`src/rtl/ipsxe_floating_point_pkg.sv`:
```
// Shared definitions for the floating-point example result checker:
// FSM state encoding, IEEE-754 field widths and the expected-ROM address width.
package ipsxe_floating_point_pkg;

    // Expected-ROM address width; the stimulus address counter uses it too.
    localparam int unsigned ROM_AW = 4;

    typedef enum logic [1:0] {
        ST_RUN  = 2'd0,
        ST_DONE = 2'd1,
        ST_TMO  = 2'd2
    } state_e;

    // Exponent field width: 8 for single, 11 for double.
    function automatic int unsigned exp_width(input int unsigned data_w);
        return (data_w == 64) ? 11 : 8;
    endfunction

    // Mantissa field width: 23 for single, 52 for double.
    function automatic int unsigned man_width(input int unsigned data_w);
        return (data_w == 64) ? 52 : 23;
    endfunction

endpackage

```
`src/rtl/ipsxe_floating_point_result_cmp.sv`:
```
// Combinational result/expected equality check.
// With IPSXE_FLT_CHECK_NAN_EN defined, two NaNs compare equal regardless of
// sign and payload; otherwise the compare is strictly bitwise.
module ipsxe_floating_point_result_cmp
    import ipsxe_floating_point_pkg::*;
#(
    parameter int unsigned DATA_W = 32
) (
    input  logic [DATA_W-1:0] i_result,
    input  logic [DATA_W-1:0] i_expect,
    output logic              o_match
);

`ifdef IPSXE_FLT_CHECK_NAN_EN
    localparam int unsigned EXP_W = exp_width(DATA_W);
    localparam int unsigned MAN_W = man_width(DATA_W);

    logic w_res_nan;
    logic w_exp_nan;

    // NaN: exponent all ones and mantissa nonzero.
    assign w_res_nan = (&i_result[MAN_W +: EXP_W]) && (|i_result[MAN_W-1:0]);
    assign w_exp_nan = (&i_expect[MAN_W +: EXP_W]) && (|i_expect[MAN_W-1:0]);
    assign o_match   = (i_result == i_expect) || (w_res_nan && w_exp_nan);
`else
    assign o_match = (i_result == i_expect);
`endif

endmodule

```
`config.mk`:
```
export PLATFORM = sky130hd
export DESIGN_NAME = ipsxe_floating_point_result_cmp
export DESIGN_NICKNAME = d
export VERILOG_FILES = /design/src/rtl/ipsxe_floating_point_pkg.sv /design/src/rtl/ipsxe_floating_point_result_cmp.sv
export SDC_FILE = /design/constraint.sdc
export NUM_CORES = 1
export LEC_CHECK = 0
export ABC_AREA = 1
export ABC_CLOCK_PERIOD_IN_PS = 950
export CAP_MARGIN = 30
export CORE_MARGIN = 4
export CORE_UTILIZATION = 31
export DETAILED_ROUTE_END_ITERATION = 10
export PLACE_DENSITY_LB_ADDON = 0.2
export RECOVER_POWER = 25
export SYNTH_ARGS = -nofsm -noshare
export SYNTH_HDL_FRONTEND = slang
export SYNTH_SLANG_ARGS = --single-unit
```
`constraint.sdc`:
```
create_clock -name vclk -period 0.95
set_input_delay 0.19 -clock vclk [all_inputs]
set_output_delay 0.19 -clock vclk [all_outputs]
set_load 0.05 [all_outputs]
```
# Word-level counts from Yosys, hierarchy flattened
# Index checks and enable logic that the tools add are counted.
# word_totals
regBits	0
latch_bits	0
mem_bits_rw	0
mem_bits_ro	0
inputBits	64
out_inout_bits	1
wordCells	1
mem_count	0
# op_classes
add_sub_neg	0
mul	0
div	0
magnitude_cmp	0
eq_ne	1
n_shift	0
n_mux	0
n_bitwise	0
reduce_logical	0
# ops
cell	count
equality test 32 bit	1

# Logic depth before layout (Yosys ltp)
# Gate-level depths: netlist of run 1.
# depth
ltp_word	1
depth_mapped	8
mapped_depth_nobuf	8

# Worst setup path before layout of run 1
# No wires, ideal clock.
# synth_path
path_type	input -> output
startpoint	input i_expect[18]
endpoint	output o_match
arrival_ns	1.237
t_required_ns	0.760
path_slack_ns	-0.477
stages	7
n_path_buf	0
cell_sequence	nor2_1 nor2_1 nor2_1 nand2_1 nor2_1 nand2_1 nor2_1
# synth_via
elab_chain_len	1
# synth_rtl
item	line	rtl
start, declared	ipsxe_floating_point_result_cmp.sv:10	input logic [DATA_W-1:0] i_expect,
equality test 32 bit	ipsxe_floating_point_result_cmp.sv:26	assign o_match = (i_result == i_expect);
end, declared	ipsxe_floating_point_result_cmp.sv:11	output logic o_match
# Every way passes these cells.

# Worst setup path after layout of run 1
# layout_path
startpoint	input i_result[31]
endpoint	output o_match
# layout_via
elab_chain_len	1
# layout_rtl
item	line	rtl
start, declared	ipsxe_floating_point_result_cmp.sv:9	input logic [DATA_W-1:0] i_result,
equality test 32 bit	ipsxe_floating_point_result_cmp.sv:26	
# Every way passes these cells.

==> results.toml, run 1 <==
[outcome]
status = "finished with violations"
violations = "setup timing"

[global_routing]
grt-ovfl-total = 0
track_usage = 0.1535
grt_start_max_net_pins = 3
grt_pass1_wl_um = 3505
grt_pass1_vias = 964
grt_antenna_before_repair = 0

[synth]
synth_area_leaders = "nand2_1 (44%), inv_1 (27%), nor2_1 (25%)"
mappedNetlistNets = 232
ys_seq_area_frac = 0
synth_top_area_share = 0.4360
yosys_warnings = 0
syn_area_um2 = 645.6
synth.distinct_cells = 4
syn_area_per_cell_um2 = 3.843
synth_area_leader_cell = "nand2_1"
synthCells = 168

[routing]
drt_first_iter_violations = 10
routed_wl_um = 2280
avgRoutedWirePerCell_um = 8.769
drt_first_pass_iters = 4
vias = 1057
drc = 0
viasPerCell = 4.065
drtAntennaViolNets = 0

[timing]
period_share = 1.310
setup_viol = 1
worst_pin_slew_ns = 0.1741
layout_setup_ws_ns = -0.2940
finalCriticalPeriod_ns = 1.244
hold_viol_final = 0
slew_violations = 0
fmax_mhz = 803.8
rsz0062_at_grt = "true"
max_slew_margin = 0.8835

[clocking]
holdBufCountCts = 0
post_cts_buffers = 0

[critical_path]
critPathSlowestCell = "buf_12"
startpoint = "i_result[31]"
cp.arrival_ns = 1.05
slowest_delay_ns = 0.14
endpoint_kind = "output port"
worst-setup-path-type = "in2out"
crit_end = "o_match"
path_max_fanout = 2
cp_cell_sequence = "buf_2 -> inv_1 -> nand2_1 -> nand2_1 -> nor2_1 -> nand2_1 -> nor2_1 -> nand2_1 -> nor2_4 -> buf_12"
cp.required_ns = 0.76
crit_path_frequent_cell = "nand2_1"
startpoint_type = "input port"

[pwr]
combPwrFrac = 1.000
p_switching_mw = 0.1756
p_int_mw = 0.2010
power_frac_clock = 0
p_sw_frac = 0.4663
pwr-share-seq = 0
p_leak_nw = 0.8273
p_total_mw = 0.3767
ir_worst_vdd_uv = 184.1
powerDensity_nw_per_um2 = 341.7

[layout]
syn2layout_area_growth_pct = 70.74
seq_cells = 0
n_fill_cell = 238
fin_nets = 299
seq_area_um2 = 0
multi_input_area_um2 = 491.7
design_area_um2 = 1102
diodes = 0
drive_gt1_frac = 0.3262
nClkBuffers = 0

[run]
cap_violations = 0

[placed_design]
dp_hpwl_um = 2061
post_dp_cell_area_um2 = 1348
io_buffers = 65
gp_congestion = 0.6123

[floorplan]
dieArea_um2 = 2877
die_w_um = 53.64
io_pins = 65
std_cell_rows = 16
die-height_um = 53.64
initial_core_util = 0.3291
core-area_um2 = 1962

[min_path]
hold_class = "in2out"
[how the worst min path moves through the flow]
stage / startpoint / cells after the start / slack (ns) / end
finish: i_result[22] / 9 / 0.95 / o_match
global route: i_expect[23] / 9 / 1.02 / o_match
CTS: i_result[15] / 9 / 0.97 / o_match
detailed placement: i_result[2] / 8 / 1.34 / o_match
global placement: i_expect[23] / 10 / 1.33 / o_match
floorplan: i_result[11] / 7 / 0.74 / o_match
[synthesized netlist by cell type (all sizes together)]
library cell   n
xor2           3
nor2          43
inv           47
nand2         75
[layout by cell type, fill, tap and decap left out]
master and n:
nor2_1 39, buf_2 55, inv_1 41, buf_12 1
buf_6 8, nor2_2 2, inv_2 6, buf_8 1
nand2_1 74, nand2_2 1, nor2_4 2, xor2_1 3
[worst max-delay path, delay by kind of cell]
kind / cells / cell delay (ns)
buffers and inverters: 3 / 0.27
and+or+nand+nor: 7 / 0.59
[per-stage QoR]
step / hold WS [ns] / TNS [ns] / utilization / worst slack [ns] / std cells
global placement: 1.326 / -0.6973 / 0.6869 / -0.6973 / 260
global route: 1.020 / -0.3967 / 0.5619 / -0.3967 / 260
finish: 0.9548 / -0.2940 / 0.5619 / -0.2940 / 260
floorplan: 0.7356 / -0.1376 / - / -0.1376 / 168
detailed placement: 1.339 / -0.7206 / 0.6869 / -0.7206 / 260
CTS: 0.9669 / -0.3032 / 0.5332 / -0.3032 / 260
[per-layer routing]
metal	part of all wire	vias to the layer above	global-route usage	routed length, um
li1	-	588	-	-
met1	0.37	429	0.1650	842
met2	0.51	40	0.3184	1159
met3	0.12	0	0.02770	278
met4	0	0	0.004255	0
met5	0	-	0	0
[power by group through the flow]
stage | Sequential, mW | Combinational, mW | Clock (mW)
global route | 0 | 0.432 | 0
floorplan | 0 | 0.161 | 0
CTS | 0 | 0.353 | 0
global placement | 0 | 0.457 | 0
detailed placement | 0 | 0.475 | 0
finish | 0 | 0.377 | 0
[area by class of cell]
cell class | count | share of cell area
Tap cell | 27 | 0.03065
Inverter | 47 | 0.1600
Multi-Input combinational cell | 121 | 0.4461
Timing Repair Buffer | 65 | 0.3632
[kinds of logic after synthesis]
group | synth area share
buffers and inverters | 0.2733
AND/OR/NAND/NOR | 0.6860
XOR/XNOR | 0.04071
[repair_timing]
item | CTS | global route
pin swaps | 87 | 15
setup endpoints to repair | 1 | 1
cloned | 0 | 0
gates resized for setup | 257 | 17
Note: power is estimated with default switching activity, not from simulation.
==> run 2: changes to the inputs <==
--- a/config.mk
+++ b/config.mk
@@ -8,7 +8,7 @@
 export ABC_AREA = 1
 export ABC_CLOCK_PERIOD_IN_PS = 950
 export CAP_MARGIN = 30
-export CORE_MARGIN = 4
+export CORE_MARGIN = 2
 export CORE_UTILIZATION = 31
 export DETAILED_ROUTE_END_ITERATION = 10
 export PLACE_DENSITY_LB_ADDON = 0.2
==> results.toml, run 2 (synthesized netlist as in run 1, its figures left out) <==
[placed_design]
post_dp_cell_area_um2 = 1348
placed_cells = 260
io_buffers = 65
dp_hpwl_um = 1815
gp_congestion = 0.6463

[timing]
rsz0062_at_grt = "true"
hold_viol_final = 0
finalCriticalPeriod_ns = 1.225
setup_viol = 1
layout_setup_ws_ns = -0.2750
max_slew_margin = 0.9141
slew_violations = 0
period_share = 1.290
fmax_mhz = 816.3
worst_pin_slew_ns = 0.1283

[layout]
drive_gt1_frac = 0.3176
final_cell_count_no_fill = 260
fin_util = 0.5765
most-common-layout-cells = "nand2_1 (74), buf_2 (51), inv_1 (46)"
n_fill_cell = 233
syn2layout_area_growth_pct = 75.19
final_common_cell = "nand2_1"
nClkBuffers = 0
fin_nets = 299
design_area_um2 = 1131
diodes = 0
seq_area_um2 = 0
seq_cells = 0

[critical_path]
cp.required_ns = 0.76
cp.arrival_ns = 1.04
endpoint_kind = "output port"
startpoint_type = "input port"
worst-setup-path-type = "in2out"
path_max_fanout = 2

[clocking]
post_cts_buffers = 0

[routing]
drc = 0
vias = 1063
drt_first_iter_violations = 7
viasPerCell = 4.088
drtAntennaViolNets = 0
drt_first_pass_iters = 3
routed_wl_um = 2051
avgRoutedWirePerCell_um = 7.888

[global_routing]
grt-ovfl-total = 0
grt_pass1_wl_um = 3739
grt_start_max_net_pins = 3
grt_pass1_vias = 1008
grt_antenna_before_repair = 0
track_usage = 0.1768

[outcome]
status = "finished with violations"
violations = "setup timing"

[min_path]
hold_class = "in2out"

[floorplan]
initial_core_util = 0.3291
core-area_um2 = 1962
die_w_um = 49.64
io_pins = 65
dieArea_um2 = 2464
die-height_um = 49.64
std_cell_rows = 16

[pwr]
p_leak_nw = 0.8401
ir_worst_vdd_uv = 182.4
powerDensity_nw_per_um2 = 339.4

[run]
cap_violations = 0
## run 2: timing repair
item,in CTS,in global routing
endpoints found under the setup margin,1,1
pin swaps,89,25
resized for setup,249,19
hold buffers,0,0
## run 2: final cells by class
type,instances,area [um^2],share of cell area
well taps,27,33.78,0.02987
multi-input cells,121,499.2,0.4414
repair buffers,65,421.7,0.3728
inverters,47,176.4,0.1560
## run 2: layer usage
metal	share of wire	global-route usage	vias to the layer above
met5	0	0	-
met4	0	0	0
met3	0.090	0.03030	0
met2	0.49	0.3400	39
met1	0.42	0.2143	436
li1	-	-	588
## run 2: final timing paths
path                    startpoint       to  slack (ns)  depth (start not counted)
worst min-delay path  i_result[11]  o_match        0.94                          9
worst max-delay path  i_expect[16]  o_match       -0.28                         10
## run 2: stage by stage
stage | setup WS (ns) | hold slack (ns) | power (mW) | setup TNS [ns]
final | -0.2750 | 0.9421 | 0.3839 | -0.2750
after CTS | -0.3081 | 0.9590 | 0.3578 | -0.3081
after global placement | -0.6763 | 1.323 | 0.4580 | -0.6763
after detailed placement | -0.6780 | 1.350 | 0.4738 | -0.6780
after global routing | -0.3870 | 0.9963 | 0.4468 | -0.3870
after floorplan | -0.1376 | 0.7356 | 0.1614 | -0.1376
## run 2: worst max-delay path, stage by stage
cell and delay (ns):
buf_2 0.09, inv_1 0.04, nand2_1 0.05, nand2_1 0.05
nor2_1 0.09, nand2_1 0.06, nor2_1 0.10, nand2_1 0.09
nor2_4 0.13, buf_12 0.14
## run 2: power breakdown
group	internal [mW]	leakage (nW)	switching (mW)
Clock	0	0	0
Sequential	0	0	0
Combinational	0.210	0.840	0.174
Total	0.210	0.840	0.174
